--- config.mk ---
export PLATFORM = sky130hd
export DESIGN_NAME = ifetch_unit_flat
export DESIGN_NICKNAME = d
export VERILOG_FILES = /design/src/rtl/ifetch_pkg.sv /design/src/rtl/ifetch_if.sv /design/src/rtl/ifetch_fifo.sv /design/src/rtl/ifetch_unit.sv /design/src/flat_wrapper.sv
export SDC_FILE = /design/constraint.sdc
export NUM_CORES = 1
export LEC_CHECK = 0
export CAP_MARGIN = 5
export CELL_PAD_IN_SITES_DETAIL_PLACEMENT = 0
export CELL_PAD_IN_SITES_GLOBAL_PLACEMENT = 1
export CORE_ASPECT_RATIO = 1.75
export CORE_UTILIZATION = 40
export CTS_CLUSTER_DIAMETER = 100
export CTS_CLUSTER_SIZE = 25
export DETAILED_ROUTE_END_ITERATION = 7
export GPL_ROUTABILITY_DRIVEN = 0
export GPL_TIMING_DRIVEN = 0
export PLACE_DENSITY_LB_ADDON = 0.1
export SLEW_MARGIN = 20
export SYNTH_ARGS = -nofsm -noshare
export SYNTH_HDL_FRONTEND = slang
export SYNTH_HIERARCHICAL = 1
export SYNTH_SLANG_ARGS = --single-unit
--- constraint.sdc ---
create_clock -name clk -period 8.83 [get_ports clk]
set_input_delay 0.883 -clock clk [delete_from_list [all_inputs] [get_ports clk]]
set_output_delay 0.883 -clock clk [all_outputs]
set_load 0.02 [all_outputs]
--- src/rtl/ifetch_pkg.sv ---
// Shared types and constants for the instruction fetch stage.
// Optional feature macro used by this slice: IFETCH_MISALIGN_TRAP_EN.
package ifetch_pkg;

    localparam int XLEN = 32;
    localparam int ILEN = 32;
    localparam int unsigned PC_STEP = 4;

    // One buffered fetch result: the PC and the word the ROM returned for it.
    typedef struct packed {
        logic [XLEN-1:0] pc;
        logic [ILEN-1:0] instr;
    } fetch_entry_t;

    // Force a byte address onto a word boundary.
    function automatic logic [XLEN-1:0] align_pc(input logic [XLEN-1:0] addr);
        return {addr[XLEN-1:2], 2'b00};
    endfunction

endpackage

--- src/rtl/ifetch_if.sv ---
// Bus bundle between the fetch unit and its environment (ROM, redirect
// source, decode). IFETCH_MISALIGN_TRAP_EN adds the misalignment fault pair.
//
// Decode handshake: a transfer happens on a rising clock edge where
// out_valid and out_ready are both high. out_valid never depends on
// out_ready, and out_pc/out_instr stay stable while out_valid is high and
// out_ready is low. A redirect flushes the buffer regardless of the handshake.
interface ifetch_if #(
    parameter int XLEN  = 32,
    parameter int DEPTH = 2
);
    logic [XLEN-1:0]          rom_addr;
    logic [XLEN-1:0]          rom_q;
    logic                     redirect_valid;
    logic [XLEN-1:0]          redirect_pc;
    logic                     out_valid;
    logic                     out_ready;
    logic [XLEN-1:0]          out_instr;
    logic [XLEN-1:0]          out_pc;
    // Number of buffered entries, exposed for observation.
    logic [$clog2(DEPTH):0]   dbg_count;
`ifdef IFETCH_MISALIGN_TRAP_EN
    logic                     misalign_fault;
    logic [XLEN-1:0]          misalign_pc;

    modport master (
        output rom_addr, input rom_q,
        input redirect_valid, input redirect_pc,
        output out_valid, input out_ready, output out_instr, output out_pc,
        output dbg_count, output misalign_fault, output misalign_pc
    );
    modport slave (
        input rom_addr, output rom_q,
        output redirect_valid, output redirect_pc,
        input out_valid, output out_ready, input out_instr, input out_pc,
        input dbg_count, input misalign_fault, input misalign_pc
    );
`else
    modport master (
        output rom_addr, input rom_q,
        input redirect_valid, input redirect_pc,
        output out_valid, input out_ready, output out_instr, output out_pc,
        output dbg_count
    );
    modport slave (
        input rom_addr, output rom_q,
        output redirect_valid, output redirect_pc,
        input out_valid, output out_ready, input out_instr, input out_pc,
        input dbg_count
    );
`endif
endinterface

--- src/rtl/ifetch_fifo.sv ---
// Small synchronous FIFO of fetch entries with push, pop and flush.
// Flush wins over push/pop; storage is not reset, only the pointers.
module ifetch_fifo
    import ifetch_pkg::*;
#(
    parameter int DEPTH = 2
) (
    input  logic                   clk,
    input  logic                   rst_n,
    input  logic                   push_i,
    input  logic                   pop_i,
    input  logic                   flush_i,
    input  fetch_entry_t           wdata_i,
    output fetch_entry_t           rdata_o,
    output logic [$clog2(DEPTH):0] count_o,
    output logic                   full_o,
    output logic                   empty_o
);
    localparam int PW = $clog2(DEPTH);
    localparam int CW = PW + 1;

    fetch_entry_t  mem_q [DEPTH];
    logic [PW-1:0] wr_ptr_q, wr_ptr_d;
    logic [PW-1:0] rd_ptr_q, rd_ptr_d;
    logic [CW-1:0] count_q, count_d;

    // Next pointer/count values; pointers wrap naturally at DEPTH.
    always_comb begin
        wr_ptr_d = wr_ptr_q;
        rd_ptr_d = rd_ptr_q;
        count_d  = count_q;
        if (flush_i) begin
            wr_ptr_d = '0;
            rd_ptr_d = '0;
            count_d  = '0;
        end else begin
            if (push_i) wr_ptr_d = wr_ptr_q + PW'(1);
            if (pop_i)  rd_ptr_d = rd_ptr_q + PW'(1);
            if (push_i && !pop_i)      count_d = count_q + CW'(1);
            else if (!push_i && pop_i) count_d = count_q - CW'(1);
        end
    end

    // Pointer and occupancy registers, cleared asynchronously.
    always_ff @(posedge clk or negedge rst_n) begin
        if (!rst_n) begin
            wr_ptr_q <= '0;
            rd_ptr_q <= '0;
            count_q  <= '0;
        end else begin
            wr_ptr_q <= wr_ptr_d;
            rd_ptr_q <= rd_ptr_d;
            count_q  <= count_d;
        end
    end

    // Entry storage; written only by a push that is not being flushed.
    always_ff @(posedge clk) begin
        if (push_i && !flush_i) mem_q[wr_ptr_q] <= wdata_i;
    end

    assign rdata_o = mem_q[rd_ptr_q];
    assign count_o = count_q;
    assign full_o  = (count_q == CW'(DEPTH));
    assign empty_o = (count_q == '0);

endmodule

--- src/rtl/ifetch_unit.sv ---
// Instruction fetch stage: owns the PC, reads the combinational ROM and
// buffers {pc, instr} pairs for decode. Redirects flush and restart fetch.
// Optional macro IFETCH_MISALIGN_TRAP_EN: a misaligned redirect target raises
// a sticky fault, records the raw target and halts fetching until reset.
// XLEN must match ifetch_pkg::XLEN since buffered entries use the package type.
module ifetch_unit #(
    parameter int              XLEN     = 32,
    parameter int              DEPTH    = 2,
    parameter logic [XLEN-1:0] RESET_PC = '0
) (
    input  logic     clk,
    input  logic     rst_n,
    ifetch_if.master bus
);
    import ifetch_pkg::*;

    logic [XLEN-1:0]        pc_q, pc_d;
    logic                   push, pop, flush;
    logic                   full, empty;
    logic [$clog2(DEPTH):0] count;
    fetch_entry_t           wr_entry, head;

    assign flush = bus.redirect_valid;
    assign pop   = !empty && bus.out_ready;

`ifdef IFETCH_MISALIGN_TRAP_EN
    logic            fault_q, fault_d;
    logic [XLEN-1:0] mis_pc_q, mis_pc_d;

    // A full buffer may still accept when decode drains the head this cycle.
    assign push = !flush && (!full || pop) && !fault_q;

    // The first misaligned redirect latches the fault and its raw target.
    always_comb begin
        fault_d  = fault_q;
        mis_pc_d = mis_pc_q;
        if (bus.redirect_valid && (bus.redirect_pc[1:0] != 2'b00) && !fault_q) begin
            fault_d  = 1'b1;
            mis_pc_d = bus.redirect_pc;
        end
    end

    // Sticky fault state, cleared only by reset.
    always_ff @(posedge clk or negedge rst_n) begin
        if (!rst_n) begin
            fault_q  <= 1'b0;
            mis_pc_q <= '0;
        end else begin
            fault_q  <= fault_d;
            mis_pc_q <= mis_pc_d;
        end
    end

    assign bus.misalign_fault = fault_q;
    assign bus.misalign_pc    = mis_pc_q;
`else
    // A full buffer may still accept when decode drains the head this cycle.
    assign push = !flush && (!full || pop);
`endif

    // Redirect overrides everything; otherwise advance only on a push.
    always_comb begin
        pc_d = pc_q;
        if (bus.redirect_valid) pc_d = align_pc(bus.redirect_pc);
        else if (push)          pc_d = pc_q + XLEN'(PC_STEP);
    end

    // Program counter register.
    always_ff @(posedge clk or negedge rst_n) begin
        if (!rst_n) pc_q <= RESET_PC;
        else        pc_q <= pc_d;
    end

    assign wr_entry = '{pc: pc_q, instr: bus.rom_q};

    ifetch_fifo #(.DEPTH(DEPTH)) u_fifo (
        .clk     (clk),
        .rst_n   (rst_n),
        .push_i  (push),
        .pop_i   (pop),
        .flush_i (flush),
        .wdata_i (wr_entry),
        .rdata_o (head),
        .count_o (count),
        .full_o  (full),
        .empty_o (empty)
    );

    assign bus.rom_addr  = pc_q;
    assign bus.out_valid = !empty;
    assign bus.out_pc    = head.pc;
    assign bus.out_instr = head.instr;
    assign bus.dbg_count = count;

endmodule
--- src/flat_wrapper.sv ---
// flat-port wrapper written by rule: the top's interface ports become plain ports
module ifetch_unit_flat import ifetch_pkg::*;
#(
    parameter int              XLEN     = 32,
    parameter int              DEPTH    = 2,
    parameter logic [XLEN-1:0] RESET_PC = '0
)
  (clk, rst_n, bus_rom_addr, bus_rom_q, bus_redirect_valid, bus_redirect_pc, bus_out_valid, bus_out_ready, bus_out_instr, bus_out_pc, bus_dbg_count);
  ifetch_if #(.XLEN(XLEN), .DEPTH(DEPTH)) bus_i ();
  input  logic clk;
  input  logic rst_n;
  output wire logic [$bits(bus_i.rom_addr)-1:0] bus_rom_addr;
  input wire logic [$bits(bus_i.rom_q)-1:0] bus_rom_q;
  input wire logic [$bits(bus_i.redirect_valid)-1:0] bus_redirect_valid;
  input wire logic [$bits(bus_i.redirect_pc)-1:0] bus_redirect_pc;
  output wire logic [$bits(bus_i.out_valid)-1:0] bus_out_valid;
  input wire logic [$bits(bus_i.out_ready)-1:0] bus_out_ready;
  output wire logic [$bits(bus_i.out_instr)-1:0] bus_out_instr;
  output wire logic [$bits(bus_i.out_pc)-1:0] bus_out_pc;
  output wire logic [$bits(bus_i.dbg_count)-1:0] bus_dbg_count;
  assign bus_rom_addr = bus_i.rom_addr;
  assign bus_i.rom_q = bus_rom_q;
  assign bus_i.redirect_valid = bus_redirect_valid;
  assign bus_i.redirect_pc = bus_redirect_pc;
  assign bus_out_valid = bus_i.out_valid;
  assign bus_i.out_ready = bus_out_ready;
  assign bus_out_instr = bus_i.out_instr;
  assign bus_out_pc = bus_i.out_pc;
  assign bus_dbg_count = bus_i.dbg_count;
  ifetch_unit #(.XLEN(XLEN), .DEPTH(DEPTH), .RESET_PC(RESET_PC)) u_core (.clk(clk), .rst_n(rst_n), .bus(bus_i));
endmodule
Word-level counts from Yosys, hierarchy flattened

Memories as Yosys holds them, arrays and structs flattened.
Index checks and enable logic that the tools add are counted.

$add $sub $neg: 5
Equality and inequality tests: 1
Multiplexer cells: 11
Reductions and logical operators: 15

Operator list:

| kind                  | count |
|---|---|
| $mux 32               | 2 |
| $add 32x3->32 const B | 1 |
| $mux 1                | 6 |
| $mux 2                | 3 |
| $logic_and 1x1->1     | 5 |
| $logic_not 1->1       | 5 |
| $reduce_bool 2->1     | 2 |
| $reduce_bool 3->1     | 1 |
| $add 1x1->1 const B   | 2 |
| $add 2x1->2 const B   | 1 |
| $eq 2x2->1 const B    | 1 |
| $logic_not 2->1       | 1 |
| $sub 2x1->2 const B   | 1 |
| $logic_or 1x1->1      | 1 |

Flip-flop bits (word level): 36
Memory bits (writable): 128
Word-level logic and storage cells: 37
Memories kept: 1

Memories:

| memory              | depth | width | rd ports | clocked after Yosys merged registers in | wr ports | RTL line          | text |
|---|---|---|---|---|---|---|---|
| u_core.u_fifo.mem_q | 2     | 64    | 1        | 0                                       | 1        | ifetch_fifo.sv:22 | `fetch_entry_t mem_q [DEPTH];` |

Logic depth before layout (Yosys ltp)

Gate-level depths: netlist (run 1).

Depth after elaboration: 10
Depth in mapped cells: 8
Gate-level depth less buffers: 6

Cells and area by module

The synthesis (run 1) kept the hierarchy.

By module, submodules not included:

| module      | instances | cells each | area an instance (sq um) | seq. area each (sq um) |
|---|---|---|---|---|
| ifetch_fifo | 1         | 220        | 5038.6                   | 3943.8 |
| ifetch_unit | 1         | 210        | 1811.7                   | 750.7 |

Worst setup path before layout (run 1)

No wires, ideal clock.

Path type: input to register
Start point: in bus_redirect_valid
End point: mem u_core/u_fifo/mem_q[0][0] (netlist bit) (enable)
Arrival time: 6334 ps
Setup slack: 1917 ps
Stages on the path: 4
Buffers on the path: 2
Path through: clkbuf_1 -> clkbuf_1 -> a21oi_1 -> nor3b_1

Word-level cells in the longest chain between the ends: 5

Ends and longest elaborated chain:

| element                      | RTL line           | text |
|---|---|---|
| from (decl)                  | flat_wrapper.sv:14 | `input wire logic [$bits(bus_i.redirect_valid)-1:0] bus_redirect_valid;` |
| $logic_not 1->1              | ifetch_unit.sv:58  | `assign push = !flush && (!full \|\| pop);` |
| $logic_and 1x1->1            | ifetch_unit.sv:58  |  |
| net u_core.push              | ifetch_unit.sv:18  | `logic push, pop, flush;` |
| $logic_and 1x1->1            | ifetch_fifo.sv:59  | `if (push_i && !flush_i) mem_q[wr_ptr_q] <= wdata_i;` |
| $mux 1                       | ifetch_fifo.sv:59  |  |
| $mux 1 (not written as such) | ifetch_fifo.sv:59  |  |
| to (decl)                    | ifetch_fifo.sv:22  |  |

The timed path passes the listed nets, and every way through them passes these cells.

Final worst setup path (run 1)

Start point: in bus_redirect_valid
End point: mem u_core/u_fifo/mem_q[0][7] (netlist bit) (enable)

Same word-level chain as after synthesis.

==> reports/metrics.yaml, run 1 <==
cp.required_ns: 8.95
cts_buffer_depth: 2
fin_setup_tns_ns: 0
cp.arrival_ns: 3.73
io_buffers: 162
dp_hpwl_mm: 11.2
crit_family: "buffers and inverters"
p_leak_nw: 3.36
setup_violations: 0
fin_util_pct: 56.0
place_worst_setup_slack_ns: 4.72
fin_ws_ns: 5.22
grt_overflow_total: 0
critPathMaxStageDelay_ns: 0.62
wl_mm: 15.7
cts-root-buf: "clkbuf_16"
drc_errors: 0
synthesis.area_sq_um: 6850
synth.yosys.seq_area_share_pct: 68.5
clock_latency_ns: 0.42
multiInputGateArea_sq_um: 1990
first_pass_iters: 4
crit_fanout: 10
max-cap-violations: 0
dieArea_sq_um: 17700
layout-drive-gt1-share_pct: 18.3
ys_warn_count: 6
synth-main-ff-cell: "edfxtp_1"
fill_cells: 1461
synthCells: 430
crit_buf_inv: 5
ios: 167
via_count: 4400
fin_crit_ns: 3.61
rsz0062_at_grt: "false"
rows: 63
start_util_pct: 40.6
layout_common_cells: "161 x clkdlybuf4s50_1, 128 x edfxtp_1, 50 x mux2_4"
core-area_sq_um: 16900
htreeDepth: 4
grt_usage_pct: 18.4
grt_pass1_wl_mm: 24.0
p_per_area_nw_per_um2: 230
syn2layout_area_growth_pct: 37.9
async_reset_ff_share_pct: 21.0
viasPerCell: 5.07
grt_max_degree: 37
relSlewSlack_pct: 58.4
fmax_mhz: 277
end_kind: "flop"
vdd_ir_drop_max_uv: 116
period_share_pct: 40.9
die_w_um: 101
clock_sinks: 162
syn_avg_cell_area_sq_um: 15.9
yosysUniqueCellTypes: 42
final_hold_viol_count: 0
seqCellArea_sq_um: 4690
drv_slew: 0
synth_enable_flop_cells: 128
crit_chain: "clkdlybuf4s50_1 > clkbuf_1 > clkbuf_1 > a21oi_1 > nor3b_2 > buf_4 > buf_4"
finClkSkew_ns: 0.00878
synth-seq-cells: 162
cp-start-kind: "input port"
die_h_um: 175
final_common_cell: "clkdlybuf4s50_1"
antenna_found_initial: 1
hold_class: "in2async"
clk_pin_slew_ns: 0.06
cts_tree: "built"
cts_buffers: 17
status: "finished clean"
nNetsFinal: 695
crit_type: "in2reg"
first_global_vias: 4594
cts_resized: 0
post_cts_buffers: 0
drt.antenna.violating_nets: 0
wl_per_cell_um: 18.1
crit_path_top_delay_cell: "nor3b_2"
ctsHoldBuffers: 0
worst_pin_slew_ns: 0.621
drtIter0Drc: 174
==> sequential cells by signal (all words and copies together), names as in the netlist <==
name                    count
u_core/u_fifo/mem_q       128
u_core/bus.rom_addr        30
u_core/u_fifo/count_o       2
u_core/u_fifo/rd_ptr_q      1
u_core/u_fifo/wr_ptr_q      1
==> worst reg2reg max path, cell delays in order, from the launching register on <==
cell and delay, ns:
dfrtp_1 0.44, nor2_1 0.09, nand2b_1 0.16, buf_2 0.18, a21oi_1 0.44, nor3b_2 0.62
buf_4 0.30, buf_4 0.22
==> cell type report <==
class	count	area share, %
Buffer	24	1.63
Tap cell	227	3.01
Sequential cell	162	49.7
Multi-Input combinational cell	239	21.1
Clock inverter	12	1.23
Antenna cell	1	0.0265
Timing Repair Buffer	172	18.3
Clock buffer	20	4.62
Inverter	10	0.397
==> where the power goes <==
group / internal, mW / switching, mW
Sequential: 0.893 / 0.0444
Combinational: 0.285 / 0.259
Clock: 0.412 / 0.283
==> metal layers <==
layer  part of all wire, %  vias up  track usage, %
li1                      -     2051               -
met3                   4.4       28            4.28
met2                    54      156            32.8
met4                   2.8        0            9.30
met1                    39     2165            20.1
met5                     0        -               0
==> path summary, 6_finish.rpt <==
path,from,to,slack (ns),cells after the start
min reg2reg,u_core/bus.rom_addr[31]$_DFFE_PN0P_,u_core/u_fifo/mem_q[0][63]$_DFFE_PP_,0.57,0
max reg2reg,u_core/u_fifo/count_o[0]$_DFFE_PN0P_,u_core/u_fifo/mem_q[0][7]$_DFFE_PP_,6.07,7
min,rst_n,u_core/bus.rom_addr[10]$_DFFE_PN0P_,0.38,1
max,bus_redirect_valid,u_core/u_fifo/mem_q[0][7]$_DFFE_PP_,5.22,7
max in group asynchronous,rst_n,u_core/bus.rom_addr[19]$_DFFE_PN0P_,8.01,2
min in group clk,u_core/bus.rom_addr[31]$_DFFE_PN0P_,u_core/u_fifo/mem_q[0][63]$_DFFE_PP_,0.57,0
==> Yosys cell counts (all sizes together) (7+ instances only) <==
master	number	area [sq um]
mux2	64	908
nand4	7	43.8
nand3	10	50.1
clkbuf	12	45.0
a31oi	17	106
inv	9	33.8
o21ai	13	65.1
dfrtp	34	851
o31ai	15	113
buf	12	109
or4	18	135
xnor2	9	78.8
nor2	21	78.8
nand2	20	75.1
edfxtp	128	3840
==> logic make-up (layout without fill, tap and decap cells) <==
family	Yosys count	count (layout)	synth area share [%]
adder cells (fa/ha/maj)	1	1	0.183
flip-flops	162	162	68.5
multiplexers	65	65	13.4
buffers and inverters	34	238	2.79
XOR/XNOR	12	12	1.53
AO/OA/AOI/OAI	60	60	5.95
AND/OR/NAND/NOR	95	95	7.54
other	1	7	0.0547
==> through the flow <==
stage | cells | total power [mW] | hold WS, ns | instance area [sq um]
after global routing | 867 | 2.26 | 0.379 | 9450
after global placement | 824 | 1.49 | 0.534 | 8770
after CTS | 866 | 2.20 | 0.365 | 9450
after detailed placement | 834 | 1.50 | 0.559 | 8890
after floorplan | 435 | 1.26 | 0.517 | 6870
final | 867 | 2.18 | 0.375 | 9450
(Power assumes the default switching activity.)
==> run 2, diff against run 1 <==
==> constraint.sdc (replaced) <==
create_clock -name clk -period 3.5 [get_ports clk]
set_input_delay 0.35 -clock clk [delete_from_list [all_inputs] [get_ports clk]]
set_output_delay 0.35 -clock clk [all_outputs]
set_load 0.02 [all_outputs]
==> run 2 against run 1 <==
First-iteration DRC count is 26% higher. Wire length is 1.3% lower. Count of clock-buffer cells in the layout shrank 3. Sequential power grew to 2.5 times the previous value. Sequential share of layout area shrank 0.22 points. Cell count down 0.35%. Total power grew to 2.6 times the previous value. Global-route usage shrank 0.062 points. Combinational power grew to 2.5 times the previous value. Critical path depth is 1 lower. Worst setup slack worse by 4.8 ns. Flip-flop and latch count unchanged. Critical path type unchanged. Critical endpoint is now u_core/u_fifo/mem_q[1][61]$_DFFE_PP_.
==> reports/metrics.yaml, run 2 (same netlist as run 1, synthesis figures left out) <==
fin_ws_ns: 0.462
htreeDepth: 4
die_h_um: 175
nNetsFinal: 693
rows: 63
wl_per_cell_um: 17.9
grt_max_degree: 39
end_kind: "flop"
finClkSkew_ns: 0.0101
cts_resized: 0
max-cap-violations: 0
fill_cells: 1409
drv_slew: 0
clk_pin_slew_ns: 0.07
antenna_found_initial: 0
drc_errors: 0
clock_latency_ns: 0.41
clock_sinks: 162
cts_tree: "built"
crit_type: "in2reg"
wl_mm: 15.5
io_buffers: 162
drt.antenna.violating_nets: 0
via_count: 4373
setup_violations: 0
drtIter0Drc: 220
fin_setup_tns_ns: 0
rr_worst_depth: 7
first_global_vias: 4526
rsz0062_at_grt: "false"
p_per_area_nw_per_um2: 591
cp.arrival_ns: 3.14
grt_usage_pct: 18.3
final_hold_viol_count: 0
status: "finished clean"
worst_pin_slew_ns: 0.621
place_worst_setup_slack_ns: 0.0335
dieArea_sq_um: 17700
grt_pass1_wl_mm: 24.1
crit_fanout: 38
cts_buffers: 17
first_pass_iters: 4
cts-root-buf: "clkbuf_16"
ios: 167
insertedDiodeCount: 0
fmax_mhz: 329
period_share_pct: 86.8
layout-drive-gt1-share_pct: 18.7
start_util_pct: 40.6
largest_reg_flops: 128
core-area_sq_um: 16900
vdd_ir_drop_max_uv: 302
syn2layout_area_growth_pct: 38.6
p_leak_nw: 3.37
cp.required_ns: 3.60
cts_buffer_depth: 2
fin_crit_ns: 3.04
largest-register: "u_core/u_fifo/mem_q"
viasPerCell: 5.06
dp_hpwl_mm: 10.7
cp-start-kind: "input port"
final_common_cell: "clkdlybuf4s50_1"
relSlewSlack_pct: 57.5
grt_overflow_total: 0
die_w_um: 101
hold_class: "in2async"
layout_common_cells: "161 x clkdlybuf4s50_1, 128 x edfxtp_1, 50 x mux2_4"
-- run 2: cell type report --
cell class | count | area [sq um] | share of cell area, %
Tap cell | 227 | 284 | 2.99
Clock inverter | 15 | 171 | 1.81
Buffer | 24 | 154 | 1.62
Inverter | 10 | 37.5 | 0.395
Timing Repair Buffer | 170 | 1730 | 18.2
Sequential cell | 162 | 4690 | 49.5
Multi-Input combinational cell | 239 | 2000 | 21.1
Clock buffer | 17 | 425 | 4.48
-- run 2: path summary, 6_finish.rpt --
| kind | from | to | slack [ns] |
|---|---|---|---|
| worst min-delay path | rst_n | u_core/bus.rom_addr[10]$_DFFE_PN0P_ | 0.33 |
| worst max register to register | u_core/u_fifo/count_o[0]$_DFFE_PN0P_ | u_core/bus.rom_addr[31]$_DFFE_PN0P_ | 0.88 |
| worst max-delay path | bus_redirect_valid | u_core/u_fifo/mem_q[1][61]$_DFFE_PP_ | 0.46 |
| worst min register to register | u_core/bus.rom_addr[31]$_DFFE_PN0P_ | u_core/u_fifo/mem_q[1][63]$_DFFE_PP_ | 0.55 |
| min in group clk | bus_redirect_pc[9] | u_core/bus.rom_addr[9]$_DFFE_PN0P_ | 0.49 |
| max in group asynchronous | rst_n | u_core/bus.rom_addr[21]$_DFFE_PN0P_ | 2.74 |
-- run 2: power by group --
group / total (mW) / switching [mW] / internal [mW] / leakage, nW
Sequential: 2.36 / 0.112 / 2.25 / 1.57
Combinational: 1.37 / 0.649 / 0.720 / 1.51
Clock: 1.88 / 0.806 / 1.08 / 0.292
Total: 5.61 / 1.57 / 4.05 / 3.37
-- run 2: per-stage QoR --
stage	util, %	hold WS, ns	std cells	total power, mW	cell area [sq um]
final	56.3	0.328	864	5.61	9490
after global routing	56.3	0.334	864	5.85	9490
after CTS	56.3	0.309	864	5.69	9490
after detailed placement	52.7	0.232	831	3.79	8880
after global placement	52.1	0.519	824	3.75	8790
after floorplan	-	0.0544	435	3.18	6880
-- run 2: per-layer routing --
| layer | vias up | GRT usage [%] | part of all wire, % |
|---|---|---|---|
| li1 | 2061 | - | - |
| met1 | 2148 | 21.2 | 39 |
| met2 | 147 | 33.0 | 54 |
| met3 | 17 | 3.80 | 4.7 |
| met4 | 0 | 6.46 | 1.4 |
| met5 | - | 0 | 0 |
-- run 2: timing repair --
action | in CTS | in global routing
hold endpoints to repair | 8 | 0
hold buffers | 1 | 0
buffers inserted | 0 | 0
-- run 2: critical path, stage by stage --
cell and delay (ns):
clkdlybuf4s50_1 0.57, clkbuf_1 0.34, clkbuf_1 0.37, a21oi_1 0.53
and3b_4 0.63, buf_12 0.29
==> run 3, diff against run 2 <==
--- a/config.mk
+++ b/config.mk
@@ -5,17 +5,19 @@
 export SDC_FILE = /design/constraint.sdc
 export NUM_CORES = 1
 export LEC_CHECK = 0
+export ABC_AREA = 1
 export CAP_MARGIN = 5
 export CELL_PAD_IN_SITES_DETAIL_PLACEMENT = 0
 export CELL_PAD_IN_SITES_GLOBAL_PLACEMENT = 1
 export CORE_ASPECT_RATIO = 1.75
 export CORE_UTILIZATION = 40
+export CTS_BUF_LIST = sky130_fd_sc_hd__clkbuf_8
 export CTS_CLUSTER_DIAMETER = 100
 export CTS_CLUSTER_SIZE = 25
 export DETAILED_ROUTE_END_ITERATION = 7
 export GPL_ROUTABILITY_DRIVEN = 0
 export GPL_TIMING_DRIVEN = 0
-export PLACE_DENSITY_LB_ADDON = 0.1
+export PLACE_DENSITY = 0.81
 export SLEW_MARGIN = 20
 export SYNTH_ARGS = -nofsm -noshare
 export SYNTH_HDL_FRONTEND = slang
==> run 3 against run 2 <==
Utilization decreased by 1.2 points. Count of clock-buffer cells in the layout unchanged. Sequential power increased by 9.3%. Sequential share of layout area decreased by 0.86 points. Synthesized cell count increased by 37%. Clock skew increased by 0.0039 ns.
==> reports/metrics.yaml, run 3 <==
status: "finished clean"
post_cts_buffers: 0
yosysUniqueCellTypes: 32
first_global_vias: 5181
rr_worst_depth: 11
dieArea_sq_um: 18600
viasPerCell: 4.85
insertedDiodeCount: 0
clk_pin_slew_ns: 0.09
start_util_pct: 41.2
drtIter0Drc: 301
via_count: 4977
yosysTopAreaCellShare_pct: 53.3
finClkSkew_ns: 0.0140
cts_buffer_depth: 2
synthesis.area_sq_um: 7220
grt_max_degree: 28
grt_pass1_wl_mm: 27.4
cts-root-buf: "clkbuf_8"
wl_met1_mm: 6.36
dp.cells: 994
syn2layout_area_growth_pct: 33.8
period_share_pct: 93.5
setup_violations: 0
max-cap-violations: 0
place_worst_setup_slack_ns: 0.00397
rr_endpoint: "u_core/u_fifo/mem_q[1][56]$_DFFE_PP_"
die_w_um: 104
hold_class: "in2async"
async_reset_ff_share_pct: 21.0
synthTopCellsByCount: "161 x nand2_1, 128 x edfxtp_1, 51 x nor2_1, 43 x nand3_1, 38 x mux2_4"
fmax_mhz: 306
r2r_start: "u_core/u_fifo/count_o[0]$_DFFE_PN0P_"
wl_per_cell_um: 17.2
htreeDepth: 4
antenna_found_initial: 0
cp-start-kind: "flop"
vdd_ir_drop_max_uv: 324
rsz0062_at_grt: "false"
crit_type: "reg2reg"
fin_ws_ns: 0.227
synth_top_area_cell: "edfxtp_1"
final_hold_viol_count: 0
grt_overflow_total: 0
clock_latency_ns: 0.44
clock_sinks: 162
crit_start: "u_core/u_fifo/count_o[0]$_DFFE_PN0P_"
p_total_mw: 5.65
rrSetupSlack_ns: 0.23
cts_tree: "built"
grt_usage_pct: 19.5
synth-seq-cells: 162
die_h_um: 180
nNetsFinal: 852
ys_warn_count: 6
final_cells: 1027
endpoint: "u_core/u_fifo/mem_q[1][56]$_DFFE_PP_"
rows: 64
syn_avg_cell_area_sq_um: 12.2
cp.required_ns: 3.63
synth_enable_flop_cells: 128
io_buffers: 162
synth-main-ff-cell: "edfxtp_1"
drc_errors: 0
p_per_area_nw_per_um2: 585
fill_cells: 1462
synth.yosys.seq_area_share_pct: 65.0
first_pass_iters: 4
core-area_sq_um: 17500
drv_slew: 0
wl_mm: 17.7
dr_wl_met3_um: 543
largest-register: "u_core/u_fifo/mem_q"
crit_fanout: 27
wl_met2_mm: 10.2
synthCells: 591
dp_hpwl_mm: 13.3
fin_crit_ns: 3.27
drt.antenna.violating_nets: 0
cp.arrival_ns: 3.41
synth.most_common_cell: "nand2_1"
cts_buffers: 17
end_kind: "flop"
layout-drive-gt1-share_pct: 16.3
layout_common_cells: "161 x clkdlybuf4s50_1, 161 x nand2_1, 128 x edfxtp_1"
worst_pin_slew_ns: 0.859
cts_resized: 0
top_layer: "met4"
p_leak_nw: 3.61
largest_reg_flops: 128
relSlewSlack_pct: 42.6
ios: 167
synthTopCellsByArea: "edfxtp_1 53%, dfrtp_1 12%, nand2_1 8.4%, mux2_4 7.9%, mux2_2 4.1%"
run 3: worst max-delay path, stage by stage, from the launching register on:
cell	delay [ns]
dfrtp_1	0.42
inv_1	0.09
nand2_1	0.11
inv_1	0.05
nand2_1	0.18
inv_1	0.12
nor2_4	0.27
buf_2	0.35
nand2_1	0.21
nor2_4	0.69
buf_16	0.24
buf_12	0.20
run 3: where the power goes:
group	internal [mW]	switching (mW)	leakage (nW)
registers	2.35	0.231	1.59
logic	0.871	0.932	1.84
clock network	0.568	0.701	0.179
total	3.79	1.86	3.61
run 3: what timing repair did:
item                                    in CTS  in global routing
endpoints found under the hold margin       14                  0
hold buffers                                 1                  0
endpoints found under the setup margin       0                  0
run 3: cells by family (layout without fill, tap and decap cells):
group / after synthesis / in the layout / synth area share [%]
simple gates: 273 / 273 / 15.9
flops: 162 / 162 / 65.0
mux: 64 / 64 / 12.0
buf+inv: 54 / 254 / 3.54
compound gates: 29 / 29 / 2.46
xor+xnor: 7 / 7 / 0.849
fa+ha+maj: 1 / 1 / 0.173
other cells: 1 / 6 / 0.0520
run 3: final cells by class:
class                      count  area [sq um]  area share (%)
tap                          231           289            2.99
inverter                      39           148            1.53
sequential                   162          4690            48.6
timing repair buffer         168          1750            18.1
clock inverter                15           135            1.40
clock buffer                  17           234            2.42
multi-input combinational    380          2300            23.8
buffer                        15           108            1.11
run 3: how the worst min path moves through the flow:
stage,from,endpoint,slack (ns),cells after the start
2_1_floorplan,rst_n,u_core/bus.rom_addr[10]$_DFFE_PN0P_,0.05,0
3_3_place_gp,u_core/u_fifo/wr_ptr_q$_DFFE_PN0P_,u_core/u_fifo/wr_ptr_q$_DFFE_PN0P_,0.52,1
3_5_place_dp,rst_n,u_core/bus.rom_addr[23]$_DFFE_PN0P_,0.32,1
4_1_cts,rst_n,u_core/u_fifo/rd_ptr_q$_DFFE_PN0P_,0.35,2
5_1_grt,rst_n,u_core/u_fifo/rd_ptr_q$_DFFE_PN0P_,0.38,2
6_report,rst_n,u_core/u_fifo/rd_ptr_q$_DFFE_PN0P_,0.37,2
run 3: stage by stage:
step / area [sq um] / hold WS (ns) / utilization, % / TNS, ns
floorplan: 7240 / 0.0544 / - / -15.62
global placement: 9150 / 0.522 / 52.2 / -184.88
detailed placement: 9280 / 0.316 / 52.9 / 0
CTS: 9660 / 0.350 / 55.1 / 0
global route: 9660 / 0.385 / 55.1 / 0
finish: 9660 / 0.371 / 55.1 / 0
run 3: routing by layer:
layer | vias to the layer above | global-route usage [%]
met5 | - | 0
met4 | 0 | 9.45
met3 | 29 | 2.79
met2 | 128 | 38.2
met1 | 2407 | 19.9
li1 | 2413 | -
